$ cat config.mk
export PLATFORM = sky130hd
export DESIGN_NAME = adder8_registered
export DESIGN_NICKNAME = d
export VERILOG_FILES = /design/src/rtl/adder_pkg.sv /design/src/rtl/adder_nibble_rca.sv /design/src/rtl/adder8_registered.sv
export SDC_FILE = /design/constraint.sdc
export NUM_CORES = 1
export LEC_CHECK = 0
export ABC_AREA = 1
export BUFFER_PORTS_ARGS = -buffer_cell sky130_fd_sc_hd__buf_2
export CORE_UTILIZATION = 50
export CTS_BUF_LIST = sky130_fd_sc_hd__clkbuf_8
export CTS_CLUSTER_SIZE = 24
export DETAILED_ROUTE_END_ITERATION = 7
export GPL_TIMING_DRIVEN = 0
export MAX_ROUTING_LAYER = met4
export PLACE_DENSITY = 0.89
export SLEW_MARGIN = 20
export SYNTH_ARGS = -nofsm -noshare
export SYNTH_HDL_FRONTEND = slang
export SYNTH_SLANG_ARGS = --single-unit
$ cat constraint.sdc
create_clock -name clk -period 1 [get_ports clk]
set_input_delay 0.15 -clock clk [delete_from_list [all_inputs] [get_ports clk]]
set_output_delay 0.15 -clock clk [all_outputs]
set_load 0.02 [all_outputs]
$ cat src/rtl/adder_pkg.sv
// Shared widths and result type for the byte-wide ripple-carry adder.
package adder_pkg;

  localparam int BYTE_W   = 8;
  localparam int NIBBLE_W = 4;

  // Exact 9-bit add result: {carry, sum}.
  typedef logic [BYTE_W:0] add_result_t;

endpackage

$ cat src/rtl/adder_nibble_rca.sv
// 4-bit ripple-carry stage; each bit is a full adder made of two half-adder cells.
module adder_nibble_rca
  import adder_pkg::*;
(
  input  logic [NIBBLE_W-1:0] x,
  input  logic [NIBBLE_W-1:0] y,
  input  logic                cin,
  output logic [NIBBLE_W-1:0] s,
  output logic                cout
);

  logic [NIBBLE_W:0] c;

  assign c[0] = cin;

  for (genvar i = 0; i < NIBBLE_W; i++) begin : g_bit
    logic p;
    logic g_xy;
    logic g_pc;

    // First half adder on the operand bits, second on its sum and the incoming carry.
    assign p      = x[i] ^ y[i];
    assign g_xy   = x[i] & y[i];
    assign s[i]   = p ^ c[i];
    assign g_pc   = p & c[i];
    assign c[i+1] = g_xy | g_pc;
  end

  assign cout = c[NIBBLE_W];

endmodule

$ cat src/rtl/adder8_registered.sv
// 8-bit ripple-carry adder with carry-in, half-carry and signed-overflow flags,
// optionally followed by a one-cycle output register.
module adder8_registered
  import adder_pkg::*;
#(
  parameter int unsigned REGISTER_OUTPUT = 1
) (
  input  logic              clk,
  input  logic              rst_n,
  input  logic              in_valid,
  input  logic [BYTE_W-1:0] a,
  input  logic [BYTE_W-1:0] b,
  input  logic              carry_in,
  output logic [BYTE_W-1:0] sum,
  output logic              carry_out,
  output logic              half_carry,
  output logic              overflow,
  output logic              out_valid
);

  // Handshake: in_valid qualifies a/b/carry_in for one cycle; out_valid marks a
  // result on sum and flags. There is no ready: every valid input is accepted.

  logic [NIBBLE_W-1:0] sum_lo;
  logic [NIBBLE_W-1:0] sum_hi;
  logic                carry_mid;
  logic                carry_top;
  add_result_t         result_c;
  logic                overflow_c;

  adder_nibble_rca u_nibble_lo (
    .x    (a[NIBBLE_W-1:0]),
    .y    (b[NIBBLE_W-1:0]),
    .cin  (carry_in),
    .s    (sum_lo),
    .cout (carry_mid)
  );

  adder_nibble_rca u_nibble_hi (
    .x    (a[BYTE_W-1:NIBBLE_W]),
    .y    (b[BYTE_W-1:NIBBLE_W]),
    .cin  (carry_mid),
    .s    (sum_hi),
    .cout (carry_top)
  );

  assign result_c   = {carry_top, sum_hi, sum_lo};
  assign overflow_c = (a[BYTE_W-1] == b[BYTE_W-1]) && (result_c[BYTE_W-1] != a[BYTE_W-1]);

  if (REGISTER_OUTPUT != 0) begin : g_reg
    always_ff @(posedge clk or negedge rst_n) begin
      if (!rst_n) begin
        sum        <= '0;
        carry_out  <= 1'b0;
        half_carry <= 1'b0;
        overflow   <= 1'b0;
        out_valid  <= 1'b0;
      end else begin
        out_valid <= in_valid;
        if (in_valid) begin
          sum        <= result_c[BYTE_W-1:0];
          carry_out  <= result_c[BYTE_W];
          half_carry <= carry_mid;
          overflow   <= overflow_c;
        end
      end
    end
  end else begin : g_comb
    // The clock has no role here; reset only gates the valid flag.
    logic unused_clk;
    assign unused_clk = clk;

    assign sum        = result_c[BYTE_W-1:0];
    assign carry_out  = result_c[BYTE_W];
    assign half_carry = carry_mid;
    assign overflow   = overflow_c;
    assign out_valid  = in_valid & rst_n;
  end

endmodule

==> flow_summary.toml, run 1 <==
[run_status]
outcome = "finished, violations left"
violations = "negative setup slack"

[worst_setup_path]
rr_worst_depth = 2
cp-end-kind = "flip-flop"
cp_max_fo = 3
cp-start-kind = "input port"
required_ns = 1.12
critPathKind = "input port to flip-flop"
arrival_ns = 3.43

[global_route]
grt_max_degree = 13
grt_pass1_wl_um = 2560
grt-ovfl-total = 0
antenna_found_initial = 0
grt_usage_pct = 27.6
grt_pass1_vias = 614

[clock_network]
clk_latency_ns = 0.24
htree_levels = 1
cts_tree = "done"
cts_buffers = 3
cts_sinks = 12
clk_pin_slew_ns = 0.05
clock-root-buffer = "clkbuf_8"
cts_buffer_depth = 2

[detailed_routing]
drt_iter0_drc = 13
routed_via_density = 4.99
finalWirelength_um = 1700
ant_nets = 0
via_count = 574
wl_per_cell_um = 14.8
drc_errors = 0
first_pass_iters = 6

[floorplanning]
core_area_um2 = 1170
fp.dieH_um = 38.7
row_count = 12
dieArea_um2 = 1500
start_util_pct = 57.5
io_pins = 32
die_w_um = 38.7

[placed_design]
dpl.hpwl_um = 1270
place_ws_ns = -2.62
port_buffers = 31
gp_congestion = 0.663

[cells_and_area]
antenna_cells = 0
drive_gt1_share_pct = 57.4
areaGrowthSynthToFinish_pct = 44.4
postLayoutCoreUtil_pct = 83.0
nNetsFinal = 132

[sta]
fin_skew_ns = 0
rsz0062_at_grt = "true"
slew-limit-headroom_pct = 80.7
slew_viol_final = 0
maxClockFrequency_mhz = 303
min_period_over_period_pct = 330
layout_setup_ws_ns = -2.30
fin_setup_tns_ns = -12.28
post-route-min-period_ns = 3.30
final-setup-viol-count = 10
hold_violations = 0
worst_pin_slew_ns = 0.290

[power_and_ir_drop]
power_density_nw_per_um2 = 1600
power_switching_uw = 514
total_power_mw = 1.55
leakagePower_nw = 0.516
power_frac_clock_pct = 28.2
combPwrFrac_pct = 32.8
ir_drop_mv = 1.22
sequentialPowerShare_pct = 39.0
internal-power_mw = 1.04
p_sw_share_pct = 33.1

[logic_synthesis]
syn-instance-count = 65
yosysWarnings = 0
syn-num-nets = 94
ys_types = 12
avgSynthCellArea_um2 = 10.4
seq_area_frac_synth_pct = 44.6
netlist_area_um2 = 673
synth-seq-cells = 12

[min_path]
min_path_type = "input port to flip-flop"
hold_depth = 1

[flow_run]
maxCapViolCount = 0
area by class of cell:
cell class / count / area, um2
Multi-Input combinational cell: 42 / 342
Timing Repair Buffer: 33 / 193
Sequential cell: 12 / 300
Inverter: 9 / 56.3
Clock buffer: 3 / 41.3
Tap cell: 14 / 17.5
Fill cell: 74 / 199
Buffer: 2 / 22.5
kinds of logic (layout without fill, tap and decap cells):
logic type      count (synthesis)  in the layout  synth area share [%]
compound gates                  3              3                  3.35
flops                          12             12                  44.6
fa+ha+maj                       9              9                  25.6
simple gates                   30             30                  17.3
buf+inv                        11             47                  9.11
cell usage in the layout, fill, tap and decap left out, types with 2 or more instances in the layout:
master	n
buf_6	4
inv_2	4
fa_2	8
dfrtp_1	12
nand2_2	3
buf_2	29
nand2_1	25
inv_1	2
o21ai_2	2
clkbuf_8	3
inv_6	2
metrics by stage:
step / cells / hold slack [ns] / area [um2]
6_report: 115 / 0.0574 / 972
5_1_grt: 115 / 0.0596 / 972
3_3_place_gp: 110 / 0.0347 / 883
3_5_place_dp: 110 / 0.0420 / 883
2_1_floorplan: 65 / -0.146 / 711
4_1_cts: 115 / 0.0611 / 962
synth_stat cells:
master / instances / area, um2
nand2_1: 27 / 101
dfrtp_1: 12 / 300
fa_1: 8 / 160
inv_1: 8 / 30.0
buf_6: 2 / 22.5
o21ai_2: 2 / 17.5
ha_1: 1 / 12.5
inv_6: 1 / 8.76
nand2_2: 1 / 6.26
nand3_1: 1 / 5.00
nor2_1: 1 / 3.75
o21ai_0: 1 / 5.00
routing by layer:
layer / track usage [%] / vias up / part of all wire (%) / routed length (um)
li1: - / 265 / - / -
met1: 26.4 / 278 / 36 / 613
met2: 56.3 / 29 / 60 / 1010
met3: 2.31 / 2 / 3.3 / 57
met4: 8.62 / 0 / 1.0 / 17
met5: - / - / 0 / 0
path summary, 6_finish.rpt:
kind	startpoint	slack [ns]	endpoint
max in group asynchronous	rst_n	0.45	sum[3]
min in group asynchronous	rst_n	0.32	sum[7]
hold reg to reg	sum[6]	0.47	sum[6]
hold / removal	in_valid	0.06	out_valid
setup reg to reg	sum[0]	0.32	sum[0]
setup / recovery	a[0]	-2.30	overflow
worst max-delay path, cell delays in order:
cell and delay (ns):
buf_8 0.11, inv_12 0.04, fa_2 0.19, inv_2 0.04, fa_2 0.33, fa_2 0.36, fa_2 0.39, fa_2 0.36
fa_2 0.34, fa_2 0.34, inv_2 0.07, fa_2 0.47, inv_2 0.07, nand2_2 0.05, nand3_2 0.07, nand2_2 0.05
sequential cells by signal, summed over array words and instances (netlist names):
| register | count |
|---|---|
| half_carry | 1 |
| sum | 8 |
| out_valid | 1 |
| overflow | 1 |
| carry_out | 1 |
power groups by stage:
stage                     combinational, mW  sequential, mW  clock, mW
final                                 0.508           0.605      0.438
after global routing                  0.557           0.611      0.462
after CTS                             0.499           0.605      0.433
after detailed placement              0.468           0.611          0
after global placement                0.440           0.605          0
after floorplan                       0.178           0.706          0
what timing repair did:
| item | CTS | global route |
|---|---|---|
| pin swaps | 1 | 5 |
| endpoints found under the hold margin | 12 | 0 |
| gates resized for setup | 6 | 4 |
| endpoints found under the setup margin | 10 | 10 |
| hold buffers | 1 | 0 |
| buffers inserted | 1 | 0 |
(Power assumes the default switching activity.)
==> run 2, diff against run 1 <==
--- a/config.mk
+++ b/config.mk
@@ -7,13 +7,14 @@
 export LEC_CHECK = 0
 export ABC_AREA = 1
 export BUFFER_PORTS_ARGS = -buffer_cell sky130_fd_sc_hd__buf_2
-export CORE_UTILIZATION = 50
+export CORE_ASPECT_RATIO = 0.9
+export CORE_UTILIZATION = 46
 export CTS_BUF_LIST = sky130_fd_sc_hd__clkbuf_8
 export CTS_CLUSTER_SIZE = 24
 export DETAILED_ROUTE_END_ITERATION = 7
 export GPL_TIMING_DRIVEN = 0
 export MAX_ROUTING_LAYER = met4
-export PLACE_DENSITY = 0.89
+export PLACE_DENSITY = 0.83
 export SLEW_MARGIN = 20
 export SYNTH_ARGS = -nofsm -noshare
 export SYNTH_HDL_FRONTEND = slang
==> constraint.sdc (replaced) <==
create_clock -name clk -period 3.1 [get_ports clk]
set_input_delay 0.465 -clock clk [delete_from_list [all_inputs] [get_ports clk]]
set_output_delay 0.465 -clock clk [all_outputs]
set_load 0.02 [all_outputs]
==> run 2 against run 1 <==
The flow still finishes with violations (negative setup slack). Non-clock buffer count unchanged. Via count down 5.7%. Worst setup slack better by 1.8 ns. First-iteration DRC count down 23%. Power down 66%. Highest routed layer unchanged. Register-to-register slack better by 2.2 ns. Sequential power down 68%.
==> flow_summary.toml, run 2 (synthesized netlist as in run 1, its figures left out) <==
[cells_and_area]
areaGrowthSynthToFinish_pct = 44.6
regMostFlops = "sum"
mostFrequentLayoutCells = "buf_2, nand2_1, dfrtp_1"
fillers = 96
layout_commonest_cell = "buf_2"
stdcell_count = 116
postLayoutCoreUtil_pct = 75.4
stdcell_area_um2 = 973
antenna_cells = 0
drive_gt1_share_pct = 55.9
largest_reg_flops = 8
nNetsFinal = 132

[worst_setup_path]
r2r_slack_ns = 2.47
cp-start-kind = "input port"
critPathKind = "input port to flip-flop"
arrival_ns = 3.69
rr_worst_depth = 2
cp-end-kind = "flip-flop"
cp_max_fo = 3
required_ns = 3.23
timing.rr.start = "sum[7]"
timing.rr.end = "sum[7]"

[run_status]
outcome = "finished, violations left"
violations = "negative setup slack"

[detailed_routing]
first_pass_iters = 3
drt_iter0_drc = 10
ant_nets = 0
via_count = 541
wl_per_cell_um = 11.8
drc_errors = 0
finalWirelength_um = 1370
routed_via_density = 4.66

[sta]
post-route-min-period_ns = 3.56
rsz0062_at_grt = "true"
layout_setup_ws_ns = -0.463
slew-limit-headroom_pct = 82.3
maxClockFrequency_mhz = 281
worst_hold_slack_ns = 0.0905
fin_setup_tns_ns = -0.900
worst_pin_slew_ns = 0.266
min_period_over_period_pct = 115
hold_violations = 0
fin_skew_ns = 0
slew_viol_final = 0
final-setup-viol-count = 3

[global_route]
grt_max_degree = 13
grt_usage_pct = 21.1
grt-ovfl-total = 0
antenna_found_initial = 0
grt_pass1_wl_um = 2280
grt_pass1_vias = 523

[power_and_ir_drop]
leakagePower_nw = 0.522
power_density_nw_per_um2 = 535
ir_drop_mv = 0.308
total_power_uw = 521

[placed_design]
dpl.hpwl_um = 1030
gp_congestion = 0.714
place_ws_ns = -0.776
place_area_um2 = 883
port_buffers = 31
dp.cells = 110

[clock_network]
holdBufCountCts = 0
clk_pin_slew_ns = 0.06
htree_levels = 1
clock-root-buffer = "clkbuf_8"
cts_sinks = 12
clk_latency_ns = 0.23
cts_tree = "done"
cts_buffer_depth = 2
cts_buffers = 3

[floorplanning]
dieArea_um2 = 1620
core_area_um2 = 1290
die_w_um = 42.3
io_pins = 32
fp.dieH_um = 38.3
row_count = 12
start_util_pct = 52.1

[flow_run]
maxCapViolCount = 0

[min_path]
min_path_type = "input port to asynchronous set/reset pin"
[run 2: cell types whose count changed in the layout (fill, tap and decap cells not counted)]
cell	before	now
buf_4	0	1
dlygate4sd3_1	1	0
clkbuf_8	3	4
nand2_2	3	1
nand3_1	0	1
nand3_2	1	0
nand2_1	25	27
[run 2: worst max path at each step]
stage | from | end | depth (start not counted)
detailed placement | a[0] | overflow | 16
floorplan | a[0] | overflow | 15
finish | a[0] | overflow | 16
global route | a[0] | overflow | 16
global placement | a[0] | overflow | 16
CTS | a[0] | overflow | 16
[run 2: critical path, stage by stage]
cell and delay (ns):
buf_8 0.11, inv_12 0.04, fa_2 0.19, inv_2 0.04, fa_2 0.33, fa_2 0.35
fa_2 0.37, fa_2 0.35, fa_2 0.35, fa_2 0.34, inv_2 0.07, fa_2 0.47
inv_2 0.06, nand2_1 0.05, nand3_1 0.07, nand2_1 0.04
[run 2: cell type report]
class / count / area, um2 / area share [%]
Buffer: 2 / 22.5 / 2.31
Tap cell: 14 / 17.5 / 1.80
Multi-Input combinational cell: 42 / 332 / 34.1
Timing Repair Buffer: 33 / 190 / 19.5
Inverter: 9 / 56.3 / 5.78
Clock buffer: 4 / 55.1 / 5.66
Sequential cell: 12 / 300 / 30.8
[run 2: power breakdown]
part	internal (mW)	switching (mW)
Sequential	0.181	0.0127
Combinational	0.0665	0.0905
Clock	0.112	0.0577
[run 2: repair_timing]
item,CTS,global route
pin swaps,0,1
hold endpoints to repair,0,0
setup buffers,2,0
endpoints found under the setup margin,4,4
gates resized for setup,6,1
[run 2: per-layer routing]
layer | up-vias | GRT usage (%) | routed length [um]
met5 | - | - | 0
met4 | 0 | 11.7 | 17
met2 | 21 | 39.2 | 778
li1 | 263 | - | -
met3 | 2 | 4.25 | 57
met1 | 255 | 21.3 | 512
==> run 3, diff against run 2 <==
--- a/config.mk
+++ b/config.mk
@@ -14,7 +14,7 @@
 export DETAILED_ROUTE_END_ITERATION = 7
 export GPL_TIMING_DRIVEN = 0
 export MAX_ROUTING_LAYER = met4
-export PLACE_DENSITY = 0.83
+export PLACE_DENSITY = 0.79
 export SLEW_MARGIN = 20
 export SYNTH_ARGS = -nofsm -noshare
 export SYNTH_HDL_FRONTEND = slang
==> run 3 against run 2 <==
The run still ends with negative setup slack left. Register-to-register slack about the same. Clock power about the same. Hold slack better by 0.0013 ns. Worst setup slack worse by 0.028 ns. Clock skew unchanged. Critical path depth unchanged. Power up 0.42%.
==> flow_summary.toml, run 3 (synthesized netlist as in run 1, its figures left out) <==
[run_status]
outcome = "finished, violations left"
violations = "negative setup slack"

[sta]
hold_violations = 0
min_period_over_period_pct = 116
rsz0062_at_grt = "true"
fin_setup_tns_ns = -0.987
layout_setup_ws_ns = -0.492
maxClockFrequency_mhz = 278
final-setup-viol-count = 3
slew_viol_final = 0
worst_pin_slew_ns = 0.265
slew-limit-headroom_pct = 82.3
post-route-min-period_ns = 3.59
fin_skew_ns = 0

[clock_network]
cts_sinks = 12
clk_pin_slew_ns = 0.05
cts_buffers = 3
clock-root-buffer = "clkbuf_8"
cts_tree = "done"
clk_latency_ns = 0.24
cts_buffer_depth = 2
holdBufCountCts = 0
htree_levels = 1

[placed_design]
place_area_um2 = 883
place_ws_ns = -0.757
port_buffers = 31
dpl.hpwl_um = 1040
gp_congestion = 0.710

[worst_setup_path]
timing.rr.end = "sum[7]"
crit_family = "adder cells"
cp_max_fo = 3
cp-end-kind = "flip-flop"
critPathKind = "input port to flip-flop"
rr_worst_depth = 2
cp_num_buf_inv = 5
critPathSlowestCell = "fa_2"
critPathMaxStageDelay_ns = 0.48
crit_path_frequent_cell = "fa_2"
required_ns = 3.23
r2r_slack_ns = 2.46
worstPathCellList = "buf_8 > inv_12 > fa_2 > inv_2 > fa_2 > fa_2 > fa_2 > fa_2 > fa_2 > fa_2 > inv_2 > fa_2 > inv_2 > nand2_2 > nand3_2 > nand2_1"
cp-start-kind = "input port"
arrival_ns = 3.72
critPathLaunch = "a[0]"
timing.rr.start = "sum[7]"

[global_route]
grt_util_met2_pct = 44.6
use_met3_pct = 4.72
grt_usage_pct = 23.6
antenna_found_initial = 0
grt-ovfl-total = 0
grt-busiest-layer = "met2"
grt_max_degree = 13
grt_pass1_vias = 602
grt_util_met1_pct = 23.8
grt_pass1_wl_um = 2550

[cells_and_area]
regMostFlops = "sum"
nNetsFinal = 131
layout_commonest_cell = "buf_2"
fillers = 100
drive_gt1_share_pct = 57.4
largest_reg_flops = 8
areaGrowthSynthToFinish_pct = 44.6
antenna_cells = 0
stdcell_area_um2 = 973
mostFrequentLayoutCells = "buf_2, nand2_1, dfrtp_1"
postLayoutCoreUtil_pct = 75.4

[power_and_ir_drop]
ir_drop_mv = 0.343
leakagePower_nw = 0.519
power_density_nw_per_um2 = 537
total_power_uw = 523

[floorplanning]
start_util_pct = 52.1
fp.dieH_um = 38.3
core_area_um2 = 1290
io_pins = 32
row_count = 12
die_w_um = 42.3
dieArea_um2 = 1620

[detailed_routing]
drc_errors = 0
first_pass_iters = 4
finalWirelength_um = 1440
via_count = 546
wl_per_cell_um = 12.5
ant_nets = 0
routed_via_density = 4.75
drt_iter0_drc = 4

[min_path]
min_path_type = "input port to asynchronous set/reset pin"

[flow_run]
maxCapViolCount = 0
## run 3: stage by stage
step                cells  hold WS (ns)
global route          115         0.112
floorplan              65         0.169
detailed placement    110         0.356
global placement      110         0.348
finish                115        0.0919
CTS                   115         0.101
## run 3: cell type report
cell class,count,area [um2],area share (%)
Multi-Input combinational cell,42,339,34.8
Sequential cell,12,300,30.8
Timing Repair Buffer,32,183,18.8
Inverter,9,56.3,5.78
Clock buffer,4,55.1,5.66
Buffer,2,22.5,2.31
Tap cell,14,17.5,1.80
## run 3: worst max-delay path by stage
stage,slack (ns),endpoint,cells after the start
finish,-0.49,overflow,16
global route,-0.58,overflow,16
CTS,-0.51,overflow,16
detailed placement,-0.76,overflow,16
global placement,-0.74,overflow,16
floorplan,-0.47,overflow,15
## run 3: timing repair
| action | CTS | global route |
|---|---|---|
| buffers inserted | 1 | 0 |
| resized for setup | 6 | 3 |
| pin swaps | 0 | 1 |
| endpoints found under the setup margin | 4 | 4 |
## run 3: metal layers
layer | routed length (um) | vias to the layer above
li1 | - | 262
met1 | 534 | 257
met2 | 805 | 23
met3 | 68 | 4
met4 | 27 | 0
met5 | 0 | -
## run 3: power breakdown
group | internal, mW | switching, mW | total (mW) | leakage, nW
Combinational | 0.0662 | 0.0933 | 0.160 | 0.344
Clock | 0.112 | 0.0571 | 0.169 | 0.0288
Sequential | 0.181 | 0.0129 | 0.194 | 0.146
